**config.mk**
```make
export PLATFORM = sky130hd
export DESIGN_NAME = ddr_cmd_scheduler_flat
export DESIGN_NICKNAME = d
export VERILOG_FILES = /design/src/rtl/ddr_cmd_scheduler_pkg.sv /design/src/rtl/ddr_cmd_scheduler_if.sv /design/src/rtl/ddr_cmd_scheduler_sched_arbiter.sv /design/src/rtl/ddr_cmd_scheduler.sv /design/src/flat_wrapper.sv
export SDC_FILE = /design/constraint.sdc
export NUM_CORES = 1
export LEC_CHECK = 0
export CELL_PAD_IN_SITES_DETAIL_PLACEMENT = 0
export CELL_PAD_IN_SITES_GLOBAL_PLACEMENT = 1
export CORE_MARGIN = 1
export CORE_UTILIZATION = 35
export CTS_BUF_LIST = sky130_fd_sc_hd__clkbuf_8
export DETAILED_ROUTE_END_ITERATION = 16
export HOLD_SLACK_MARGIN = 0.1
export PLACE_DENSITY = 0.83
export RECOVER_POWER = 50
export SYNTH_ARGS = -nofsm -noshare
export SYNTH_HDL_FRONTEND = slang
export SYNTH_SLANG_ARGS = --single-unit
```
**constraint.sdc**
```tcl
create_clock -name clk -period 3.6 [get_ports clk]
set_clock_uncertainty 0.2 [all_clocks]
set_input_delay 0.72 -clock clk [delete_from_list [all_inputs] [get_ports clk]]
set_output_delay 0.72 -clock clk [all_outputs]
set_load 0.05 [all_outputs]
```
**src/rtl/ddr_cmd_scheduler_pkg.sv**
```systemverilog
// Shared types for the DDR command scheduler: burst sizes, PHY command
// encodings, FSM states, arbiter result classes and the burst-length helper.
package ddr_cmd_scheduler_pkg;

  typedef enum logic [1:0] {
    ONE_BYTE,
    TWO_BYTES,
    FOUR_BYTES,
    EIGHT_BYTES
  } burst_size_t;

  typedef enum logic [1:0] {
    CMD_PRE,
    CMD_ACT,
    CMD_RD,
    CMD_WR
  } ddr_cmd_t;

  typedef enum logic [2:0] {
    IDLE,
    PRE,
    PRE_WAIT,
    ACT,
    ACT_WAIT,
    ISSUE,
    DATA_WAIT
  } sched_state_t;

  // Where the selected access lands relative to the tracked row.
  typedef enum logic [1:0] {
    SEL_HIT,
    SEL_MISS,
    SEL_CLOSED
  } sel_class_t;

  // Wide enough for the longest data phase (T_CL + 8 beats - 1).
  localparam int TIMER_W = 5;

  // Number of data beats a burst occupies on the bus.
  function automatic logic [TIMER_W-1:0] burst_beats(input burst_size_t b);
    case (b)
      ONE_BYTE:    return 5'd1;
      TWO_BYTES:   return 5'd2;
      FOUR_BYTES:  return 5'd4;
      EIGHT_BYTES: return 5'd8;
      default:     return 5'd1;
    endcase
  endfunction

endpackage

```
**src/rtl/ddr_cmd_scheduler_if.sv**
```systemverilog
// Bundles the read/write pool heads, pool pop strobes and the PHY command port.
// The scheduler uses the master view; pools/PHY (or a bench) use the slave view.
interface ddr_cmd_scheduler_if #(
  parameter int ADDR_SIZE = 8
);
  import ddr_cmd_scheduler_pkg::*;

  logic                 rready;
  logic [ADDR_SIZE-1:0] pool_raddr;
  burst_size_t          pool_rburst_size;
  logic                 raw;
  logic                 wready;
  logic [ADDR_SIZE-1:0] pool_waddr;
  burst_size_t          pool_wburst_size;
  logic                 cmd_ready;
  logic                 cmd_valid;
  ddr_cmd_t             cmd_type;
  logic [ADDR_SIZE-1:0] cmd_addr;
  burst_size_t          cmd_burst;
  logic                 read_issued;
  logic                 write_issued;
  logic                 rbusy;
  logic                 wbusy;

  modport master (
    input  rready, pool_raddr, pool_rburst_size, raw,
    input  wready, pool_waddr, pool_wburst_size, cmd_ready,
    output cmd_valid, cmd_type, cmd_addr, cmd_burst,
    output read_issued, write_issued, rbusy, wbusy
  );

  modport slave (
    output rready, pool_raddr, pool_rburst_size, raw,
    output wready, pool_waddr, pool_wburst_size, cmd_ready,
    input  cmd_valid, cmd_type, cmd_addr, cmd_burst,
    input  read_issued, write_issued, rbusy, wbusy
  );

endinterface

```
**src/rtl/ddr_cmd_scheduler_sched_arbiter.sv**
```systemverilog
// Combinational IDLE-state selection between the read and write pool heads:
// starvation override first, then row-hit preference, then read wins ties.
module ddr_cmd_scheduler_sched_arbiter
  import ddr_cmd_scheduler_pkg::*;
#(
  parameter int ROW_W        = 5,
  parameter int CNT_W        = 3,
  parameter int STARVE_LIMIT = 4
) (
  input  logic             rready,
  input  logic             raw,
  input  logic             wready,
  input  logic [ROW_W-1:0] rrow,
  input  logic [ROW_W-1:0] wrow,
  input  logic [ROW_W-1:0] open_row,
  input  logic             row_open,
  input  logic [CNT_W-1:0] starve_cnt,
  output logic             sel_valid,
  output logic             sel_write,
  output sel_class_t       sel_class
);

  logic rcand;
  logic wcand;
  logic rhit;
  logic whit;
  logic starved;
  logic chosen_hit;

  // A head being forwarded (raw) is leaving the pool and must not be picked.
  assign rcand   = rready && !raw;
  assign wcand   = wready;
  assign rhit    = row_open && (rrow == open_row);
  assign whit    = row_open && (wrow == open_row);
  assign starved = wcand && (starve_cnt >= CNT_W'(STARVE_LIMIT));

  // Pick the direction: forced write, else hit beats miss, else read.
  always_comb begin
    sel_write = 1'b0;
    if (starved) begin
      sel_write = 1'b1;
    end else if (rcand && wcand) begin
      sel_write = whit && !rhit;
    end else begin
      sel_write = wcand;
    end
  end

  assign sel_valid  = rcand || wcand;
  assign chosen_hit = sel_write ? whit : rhit;
  assign sel_class  = chosen_hit ? SEL_HIT : (row_open ? SEL_MISS : SEL_CLOSED);

endmodule

```
**src/rtl/ddr_cmd_scheduler.sv**
```systemverilog
// DDR command scheduler: selects a pool head, walks PRE/ACT/RD-WR with timing
// gaps, keeps one row open between accesses and pops the pool after issue.
module ddr_cmd_scheduler
  import ddr_cmd_scheduler_pkg::*;
#(
  parameter int ADDR_SIZE    = 8,
  parameter int T_RP         = 3,
  parameter int T_RCD        = 3,
  parameter int T_CL         = 4,
  parameter int T_WL         = 2,
  parameter int STARVE_LIMIT = 4
) (
  input logic                 clk,
  input logic                 n_rst,
  ddr_cmd_scheduler_if.master bus
);

  localparam int ROW_W = ADDR_SIZE - 3;
  localparam int CNT_W = $clog2(STARVE_LIMIT + 1);

  sched_state_t         state_q, state_d;
  logic [TIMER_W-1:0]   timer_q, timer_d;
  logic                 sel_write_q, sel_write_d;
  logic [ADDR_SIZE-1:0] sel_addr_q, sel_addr_d;
  burst_size_t          sel_burst_q, sel_burst_d;
  logic                 row_open_q, row_open_d;
  logic [ROW_W-1:0]     open_row_q, open_row_d;
  logic [CNT_W-1:0]     starve_q, starve_d;
  logic                 read_issued_q, read_issued_d;
  logic                 write_issued_q, write_issued_d;

  logic       arb_valid;
  logic       arb_write;
  sel_class_t arb_class;

  ddr_cmd_scheduler_sched_arbiter #(
    .ROW_W        (ROW_W),
    .CNT_W        (CNT_W),
    .STARVE_LIMIT (STARVE_LIMIT)
  ) u_sched_arbiter (
    .rready     (bus.rready),
    .raw        (bus.raw),
    .wready     (bus.wready),
    .rrow       (bus.pool_raddr[ADDR_SIZE-1:3]),
    .wrow       (bus.pool_waddr[ADDR_SIZE-1:3]),
    .open_row   (open_row_q),
    .row_open   (row_open_q),
    .starve_cnt (starve_q),
    .sel_valid  (arb_valid),
    .sel_write  (arb_write),
    .sel_class  (arb_class)
  );

  // Next-state, selection latch, row tracking, timers and pop strobes.
  always_comb begin
    state_d        = state_q;
    timer_d        = timer_q;
    sel_write_d    = sel_write_q;
    sel_addr_d     = sel_addr_q;
    sel_burst_d    = sel_burst_q;
    row_open_d     = row_open_q;
    open_row_d     = open_row_q;
    starve_d       = starve_q;
    read_issued_d  = 1'b0;
    write_issued_d = 1'b0;
    case (state_q)
      IDLE: begin
        if (arb_valid) begin
          sel_write_d = arb_write;
          sel_addr_d  = arb_write ? bus.pool_waddr : bus.pool_raddr;
          sel_burst_d = arb_write ? bus.pool_wburst_size : bus.pool_rburst_size;
          if (arb_write) begin
            starve_d = '0;
          end else if (bus.wready && (starve_q < CNT_W'(STARVE_LIMIT))) begin
            starve_d = starve_q + CNT_W'(1);
          end
          case (arb_class)
            SEL_HIT:  state_d = ISSUE;
            SEL_MISS: state_d = PRE;
            default:  state_d = ACT;
          endcase
        end
      end
      PRE: begin
        if (bus.cmd_ready) begin
          row_open_d = 1'b0;
          timer_d    = TIMER_W'(T_RP - 1);
          state_d    = PRE_WAIT;
        end
      end
      PRE_WAIT: begin
        if (timer_q == '0) state_d = ACT;
        else               timer_d = timer_q - TIMER_W'(1);
      end
      ACT: begin
        if (bus.cmd_ready) begin
          open_row_d = sel_addr_q[ADDR_SIZE-1:3];
          row_open_d = 1'b1;
          timer_d    = TIMER_W'(T_RCD - 1);
          state_d    = ACT_WAIT;
        end
      end
      ACT_WAIT: begin
        if (timer_q == '0) state_d = ISSUE;
        else               timer_d = timer_q - TIMER_W'(1);
      end
      ISSUE: begin
        if (bus.cmd_ready) begin
          timer_d = (sel_write_q ? TIMER_W'(T_WL) : TIMER_W'(T_CL))
                    + burst_beats(sel_burst_q) - TIMER_W'(1);
          // The pop lands one cycle after the accept so the pool never sees
          // a combinational path from its own ready/raw back to the pop.
          read_issued_d  = !sel_write_q;
          write_issued_d = sel_write_q;
          state_d        = DATA_WAIT;
        end
      end
      DATA_WAIT: begin
        if (timer_q == '0) state_d = IDLE;
        else               timer_d = timer_q - TIMER_W'(1);
      end
      default: state_d = IDLE;
    endcase
  end

  // State and datapath registers; reset abandons any sequence without a pop.
  always_ff @(posedge clk or negedge n_rst) begin
    if (!n_rst) begin
      state_q        <= IDLE;
      timer_q        <= '0;
      sel_write_q    <= 1'b0;
      sel_addr_q     <= '0;
      sel_burst_q    <= ONE_BYTE;
      row_open_q     <= 1'b0;
      open_row_q     <= '0;
      starve_q       <= '0;
      read_issued_q  <= 1'b0;
      write_issued_q <= 1'b0;
    end else begin
      state_q        <= state_d;
      timer_q        <= timer_d;
      sel_write_q    <= sel_write_d;
      sel_addr_q     <= sel_addr_d;
      sel_burst_q    <= sel_burst_d;
      row_open_q     <= row_open_d;
      open_row_q     <= open_row_d;
      starve_q       <= starve_d;
      read_issued_q  <= read_issued_d;
      write_issued_q <= write_issued_d;
    end
  end

  // Command type decoded from state and the latched direction.
  always_comb begin
    bus.cmd_type = CMD_PRE;
    case (state_q)
      ACT:     bus.cmd_type = CMD_ACT;
      ISSUE:   bus.cmd_type = sel_write_q ? CMD_WR : CMD_RD;
      default: bus.cmd_type = CMD_PRE;
    endcase
  end

  assign bus.cmd_valid    = (state_q == PRE) || (state_q == ACT) || (state_q == ISSUE);
  assign bus.cmd_addr     = bus.cmd_valid ? sel_addr_q : '0;
  assign bus.cmd_burst    = (state_q == ISSUE) ? sel_burst_q : ONE_BYTE;
  assign bus.read_issued  = read_issued_q;
  assign bus.write_issued = write_issued_q;
  assign bus.rbusy        = (state_q != IDLE) && !sel_write_q;
  assign bus.wbusy        = (state_q != IDLE) && sel_write_q;

endmodule
```
**src/flat_wrapper.sv**
```systemverilog
// flat-port wrapper written by rule: the top's interface ports become plain ports
module ddr_cmd_scheduler_flat import ddr_cmd_scheduler_pkg::*;
#(
  parameter int ADDR_SIZE    = 8,
  parameter int T_RP         = 3,
  parameter int T_RCD        = 3,
  parameter int T_CL         = 4,
  parameter int T_WL         = 2,
  parameter int STARVE_LIMIT = 4
)
  (clk, n_rst, bus_rready, bus_pool_raddr, bus_pool_rburst_size, bus_raw, bus_wready, bus_pool_waddr, bus_pool_wburst_size, bus_cmd_ready, bus_cmd_valid, bus_cmd_type, bus_cmd_addr, bus_cmd_burst, bus_read_issued, bus_write_issued, bus_rbusy, bus_wbusy);
  ddr_cmd_scheduler_if #(.ADDR_SIZE(ADDR_SIZE)) bus_i ();
  input logic clk;
  input logic n_rst;
  input wire logic [$bits(bus_i.rready)-1:0] bus_rready;
  input wire logic [$bits(bus_i.pool_raddr)-1:0] bus_pool_raddr;
  input wire logic [$bits(bus_i.pool_rburst_size)-1:0] bus_pool_rburst_size;
  input wire logic [$bits(bus_i.raw)-1:0] bus_raw;
  input wire logic [$bits(bus_i.wready)-1:0] bus_wready;
  input wire logic [$bits(bus_i.pool_waddr)-1:0] bus_pool_waddr;
  input wire logic [$bits(bus_i.pool_wburst_size)-1:0] bus_pool_wburst_size;
  input wire logic [$bits(bus_i.cmd_ready)-1:0] bus_cmd_ready;
  output wire logic [$bits(bus_i.cmd_valid)-1:0] bus_cmd_valid;
  output wire logic [$bits(bus_i.cmd_type)-1:0] bus_cmd_type;
  output wire logic [$bits(bus_i.cmd_addr)-1:0] bus_cmd_addr;
  output wire logic [$bits(bus_i.cmd_burst)-1:0] bus_cmd_burst;
  output wire logic [$bits(bus_i.read_issued)-1:0] bus_read_issued;
  output wire logic [$bits(bus_i.write_issued)-1:0] bus_write_issued;
  output wire logic [$bits(bus_i.rbusy)-1:0] bus_rbusy;
  output wire logic [$bits(bus_i.wbusy)-1:0] bus_wbusy;
  assign bus_i.rready = bus_rready;
  assign bus_i.pool_raddr = bus_pool_raddr;
  assign bus_i.pool_rburst_size = bus_pool_rburst_size;
  assign bus_i.raw = bus_raw;
  assign bus_i.wready = bus_wready;
  assign bus_i.pool_waddr = bus_pool_waddr;
  assign bus_i.pool_wburst_size = bus_pool_wburst_size;
  assign bus_i.cmd_ready = bus_cmd_ready;
  assign bus_cmd_valid = bus_i.cmd_valid;
  assign bus_cmd_type = bus_i.cmd_type;
  assign bus_cmd_addr = bus_i.cmd_addr;
  assign bus_cmd_burst = bus_i.cmd_burst;
  assign bus_read_issued = bus_i.read_issued;
  assign bus_write_issued = bus_i.write_issued;
  assign bus_rbusy = bus_i.rbusy;
  assign bus_wbusy = bus_i.wbusy;
  ddr_cmd_scheduler #(.ADDR_SIZE(ADDR_SIZE), .T_RP(T_RP), .T_RCD(T_RCD), .T_CL(T_CL), .T_WL(T_WL), .STARVE_LIMIT(STARVE_LIMIT)) u_core (.clk(clk), .n_rst(n_rst), .bus(bus_i));
endmodule
```
== Word level (Yosys, flattened, before mapping) ==
Index checks and enable logic that the tools add are counted.

* Add/subtract/negate cells: 4
* Magnitude comparators: 2
* Eq/ne operators: 21
* Multiplexer cells: 37
* Reduce and logical (&&, ||, !) cells: 31

{| class="wikitable"
|+ Operators with widths
! cell !! count
|-
| 3-bit two-way mux || 10
|-
| 5-bit two-way mux || 5
|-
| 3-bit case mux with 7 select lines || 1
|-
| 5-bit case mux with 4 select lines || 1
|-
| 8-bit two-way mux || 2
|-
| 5-bit case mux with 3 select lines || 1
|-
| 5-bit == test || 2
|-
| 1-bit two-way mux || 10
|-
| 2-bit by 1-bit inequality test with 1-bit output, second input constant || 5
|-
| 5-bit by 1-bit subtractor with 5-bit output, second input constant || 2
|-
| 3-bit == test, second input constant || 3
|-
| 1-bit logical AND || 9
|-
| 2-bit two-way mux || 4
|-
| 2-bit inequality test, second input constant || 4
|-
| 7-bit AND reduction || 1
|-
| 3-bit by 2-bit == test with 1-bit output, second input constant || 2
|-
| 3-bit case mux with 2 select lines || 1
|-
| 3-bit AND reduction || 2
|-
| 3-bit nonzero test || 2
|-
| 5-bit adder || 1
|-
| 5-bit logical NOT || 1
|-
| 2-bit by 1-bit == test with 1-bit output, second input constant || 2
|-
| 2-bit == test, second input constant || 2
|-
| 2-bit logical NOT || 2
|-
| other kinds (14) || 20
|}

* Register bits: 30
* Input port bits: 26
* Output and inout bits: 17
* Logic and storage cells: 105

== Depth between registers and ports, before layout ==
* Word-level depth: 12
* Mapped depth: 7
* Mapped depth without buffers: 7

== By module ==
A second synthesis with hierarchy kept.

* Cells, all modules: 187
* Area, all modules: 1786.7 um2

{| class="wikitable"
|+ Modules (own cells, without submodules)
! module !! times used !! cells each !! area an instance (um2) !! sequential area each (um2)
|-
| ddr_cmd_scheduler || 1 || 166 || 1627.8 || 750.7
|-
| ddr_cmd_scheduler_sched_arbiter || 1 || 21 || 158.9 || 0.0
|}

== Worst setup path after synthesis ==
Ideal clock, no wire load.

* Path type: register to output
* Start: reg u_core.state_q[1]
* End: out bus_cmd_burst[1]
* Arrival: 1999 ps
* Data required time: 2680 ps
* Setup slack: 681 ps
* Stages on the path, launching flop included: 4
* Path buffers: 1
* Cells stage by stage: dfrtp_1 clkbuf_1 nor3b_2 and2_1

* Longest elaborated chain between the ends: 2

{| class="wikitable"
|+ Ends and longest elaborated chain
! what !! line !! source
|-
| start: declaration || ddr_cmd_scheduler.sv:21 || <nowiki>sched_state_t state_q, state_d;</nowiki>
|-
| start signal: assignment || ddr_cmd_scheduler.sv:140 || <nowiki>state_q <= state_d;</nowiki>
|-
| 3-bit == test || ddr_cmd_scheduler.sv:165 || <nowiki>assign bus.cmd_burst = (state_q == ISSUE) ? sel_burst_q : ONE_BYTE;</nowiki>
|-
| 2-bit two-way mux || ddr_cmd_scheduler.sv:165 ||
|-
| end: declaration || flat_wrapper.sv:26 || <nowiki>output wire logic [$bits(bus_i.cmd_burst)-1:0] bus_cmd_burst;</nowiki>
|}

Every way passes these cells.

== Worst setup path after layout ==
* Start: reg u_core.state_q[0]
* End: out bus_cmd_burst[1]

Same word-level chain as after synthesis.

==> metrics <==
maximum clock frequency=295 MHz; largest net degree at the start of global routing=31; Setup crit start=u_core.state_q[0]; r2r startpoint=u_core.state_q[0]; WL final=4.78 mm; Filler cells=496; DIE WIDTH=74.3 um; Max-cap violations=1; fin. max-slew vios=31; 1st-iter DRT viols=137; DRT Pass-1 Iters=4; worst reg2reg setup slack=1140 ps; CTS tree=done; total power=1.98 mW; HPWL after detailed placement=3.34 mm; IO Port Bufs=42; failing checks=capacitance limit, slew limit; # rows=25; ys flop type=dfrtp_1; Core Region=0.00488 sq mm; Leakage=1.00 nW; clk buf depth=2; VDD IR-drop max=0.000388 V; layout cells sized above 1=7.05%; Reg2Reg Depth=7; fin cells=308; routed len/inst=15.5 um; hold slack final=299 ps; Least-Margin Pin Slew=1590 ps; DRC Markers=0; CTS root buf=clkbuf_8; YS warnings=0; number of synthesized flops with an enable pin=0; Total Nets Final=270; slowest stage delay, CP=810 ps; PwrDens=826 mW/mm^2; Req. time, crit path=2680 ps; Post-Syn Area per Cell=9.15 sq um; Syn Nets=228; hold_buf cts=0; r2r endpoint=u_core.sel_addr_q[2]; Ports=43; Mapped Cells=200; worst setup path category=flop to output pin; final core occ=49.2%; Period Utilization, post-route=94.1%; Hold WC Path Type=flop to flop; status=finished with violations; CP max FO=16; async set or reset register ratio after synthesis=100%; critical path launch point type=flop; Final GP Congestion=0.810; CP max-delay cell=clkdlybuf4s50_1; total gr overflow=0; initial core utilization=37.5%; CTS clk-pin slew, worst paths=60 ps; # H-tree levels=2; post-cts sizing count=0; total track usage=19.1%; Final setup viols=0; Slew Limit Headroom=-5.94%; via count=1,750; CTS Buf Count=5; Die Area=0.00552 sq mm; initial antenna violation count=0; minimum clock period=3390 ps; fraction of the yosys area taken by sequential cells=41.0%; total negative slack=0 ps; Post-CTS Setup Inserts=0; Final Hold Viols=0; # diodes=0; critical path endpoint category=output pin; Syn Std Cell Area=0.00183 sq mm; Placed Cells incl. Taps=302; Worst EP arrival=2470 ps; first-pass GRT wire length=7.78 mm; Cell variety after synth=46; Final ANT Viol Nets=0; Worst Setup EP=bus_cmd_burst[1]; clock latency on the worst-skew pair=280 ps; vias in the first global route=1,602; CTS Sinks=30; vias per cell=5.68; Area Growth Syn to Fin=31.2%; flops & latches, synth=30; crit-path cells=inv_2, nor3b_1, and2_1, clkdlybuf4s50_1; DIE HEIGHT=74.3 um; unrepaired setup endpoints after global routing=no
[state kept, by name, indices dropped and copies added (netlist names)]
| name | flops |
|---|---|
| u_core.bus.read_issued | 1 |
| u_core.sel_write_q | 1 |
| u_core.state_q | 3 |
| u_core.starve_q | 3 |
| u_core.timer_q | 5 |
| u_core.sel_addr_q | 8 |
| u_core.sel_burst_q | 2 |
| u_core.row_open_q | 1 |
| u_core.bus.write_issued | 1 |
| u_core.open_row_q | 5 |
[cell type report]
cell class	count	area, sq um	area share [%]
multi-input cells	153	1010	41.9
flip-flops and latches	30	751	31.3
repair buffers	49	465	19.4
well taps	67	83.8	3.49
clock buffers	6	82.6	3.44
inverters	3	11.3	0.469
[cell usage in the layout (no fill, tap or decap), types with 2 or more instances in the layout]
cell              n
dfrtp_1          30
a22oi_1          11
nand4_1          10
nand2_1          17
nor3_1            2
buf_4             5
clkbuf_8          6
o21ai_0           8
o21ai_1           5
a21oi_1           8
nand3_1          15
o2111ai_1        10
mux2_1            5
xor2_1           10
nand2b_1          3
clkdlybuf4s50_1  41
inv_1             2
and2_1            2
and3_1           10
ha_1              2
clkbuf_1          2
xnor2_1           2
nor2b_1           2
nor2_1            7
[cell usage after synthesis (3+ instances only)]
master	number	area [sq um]
a21oi_1	8	40.0
a22oi_1	11	82.6
and2_1	3	18.8
and3_1	10	62.6
buf_2	3	15.0
clkbuf_1	11	41.3
dfrtp_1	30	751
mux2_1	5	56.3
nand2_1	17	63.8
nand2b_1	3	18.8
nand3_1	15	75.1
nand4_1	10	62.6
nor2_1	7	26.3
o2111ai_1	10	87.6
o21ai_0	6	30.0
o21ai_1	7	35.0
xor2_1	10	87.6
[layer usage]
metal  up-vias  wire length (um)  global-route usage, %
li1        840                 -                      -
met1       823              2220                   28.2
met2        83              2180                   27.9
met3         4               333                   4.20
met4         0                43                   5.66
met5         -                 0                      0
[power by group]
part / internal, mW / switching (mW)
Sequential: 0.468 / 0.167
Clock: 0.147 / 0.115
Combinational: 0.425 / 0.661
[worst max-delay path: cells and delay by family (launching register included)]
family | cells | cell delay [ps]
DFF | 1 | 680
and+or+nand+nor | 2 | 550
buffers and inverters | 2 | 950
[cell families after synthesis]
group,count (synthesis),share of synthesized area [%]
buf+inv,17,3.69
simple gates,78,23.3
mux,7,4.24
xor+xnor,12,5.74
flops,30,41.0
fa+ha+maj,2,1.37
compound gates,54,20.6
[worst min path at each step]
| stage | from | end | slack [ps] | cells past startpoint |
|---|---|---|---|---|
| global placement | u_core.starve_q[1] | u_core.starve_q[1] | 280 | 2 |
| finish | u_core.starve_q[1] | u_core.starve_q[1] | 300 | 2 |
| floorplan | n_rst | u_core.bus.read_issued | 220 | 0 |
| global route | u_core.sel_addr_q[3] | u_core.open_row_q[0] | 340 | 1 |
| CTS | u_core.starve_q[1] | u_core.starve_q[1] | 300 | 2 |
| detailed placement | u_core.starve_q[1] | u_core.starve_q[1] | 290 | 2 |
[through the flow]
step           area (sq um)  setup WS (ps)
2_1_floorplan          1830            681
3_3_place_gp           2330            686
3_5_place_dp           2330            654
4_1_cts                2410            337
5_1_grt                2400            122
6_report               2400            213
No activity file was read; power rests on OpenSTA's default activity.
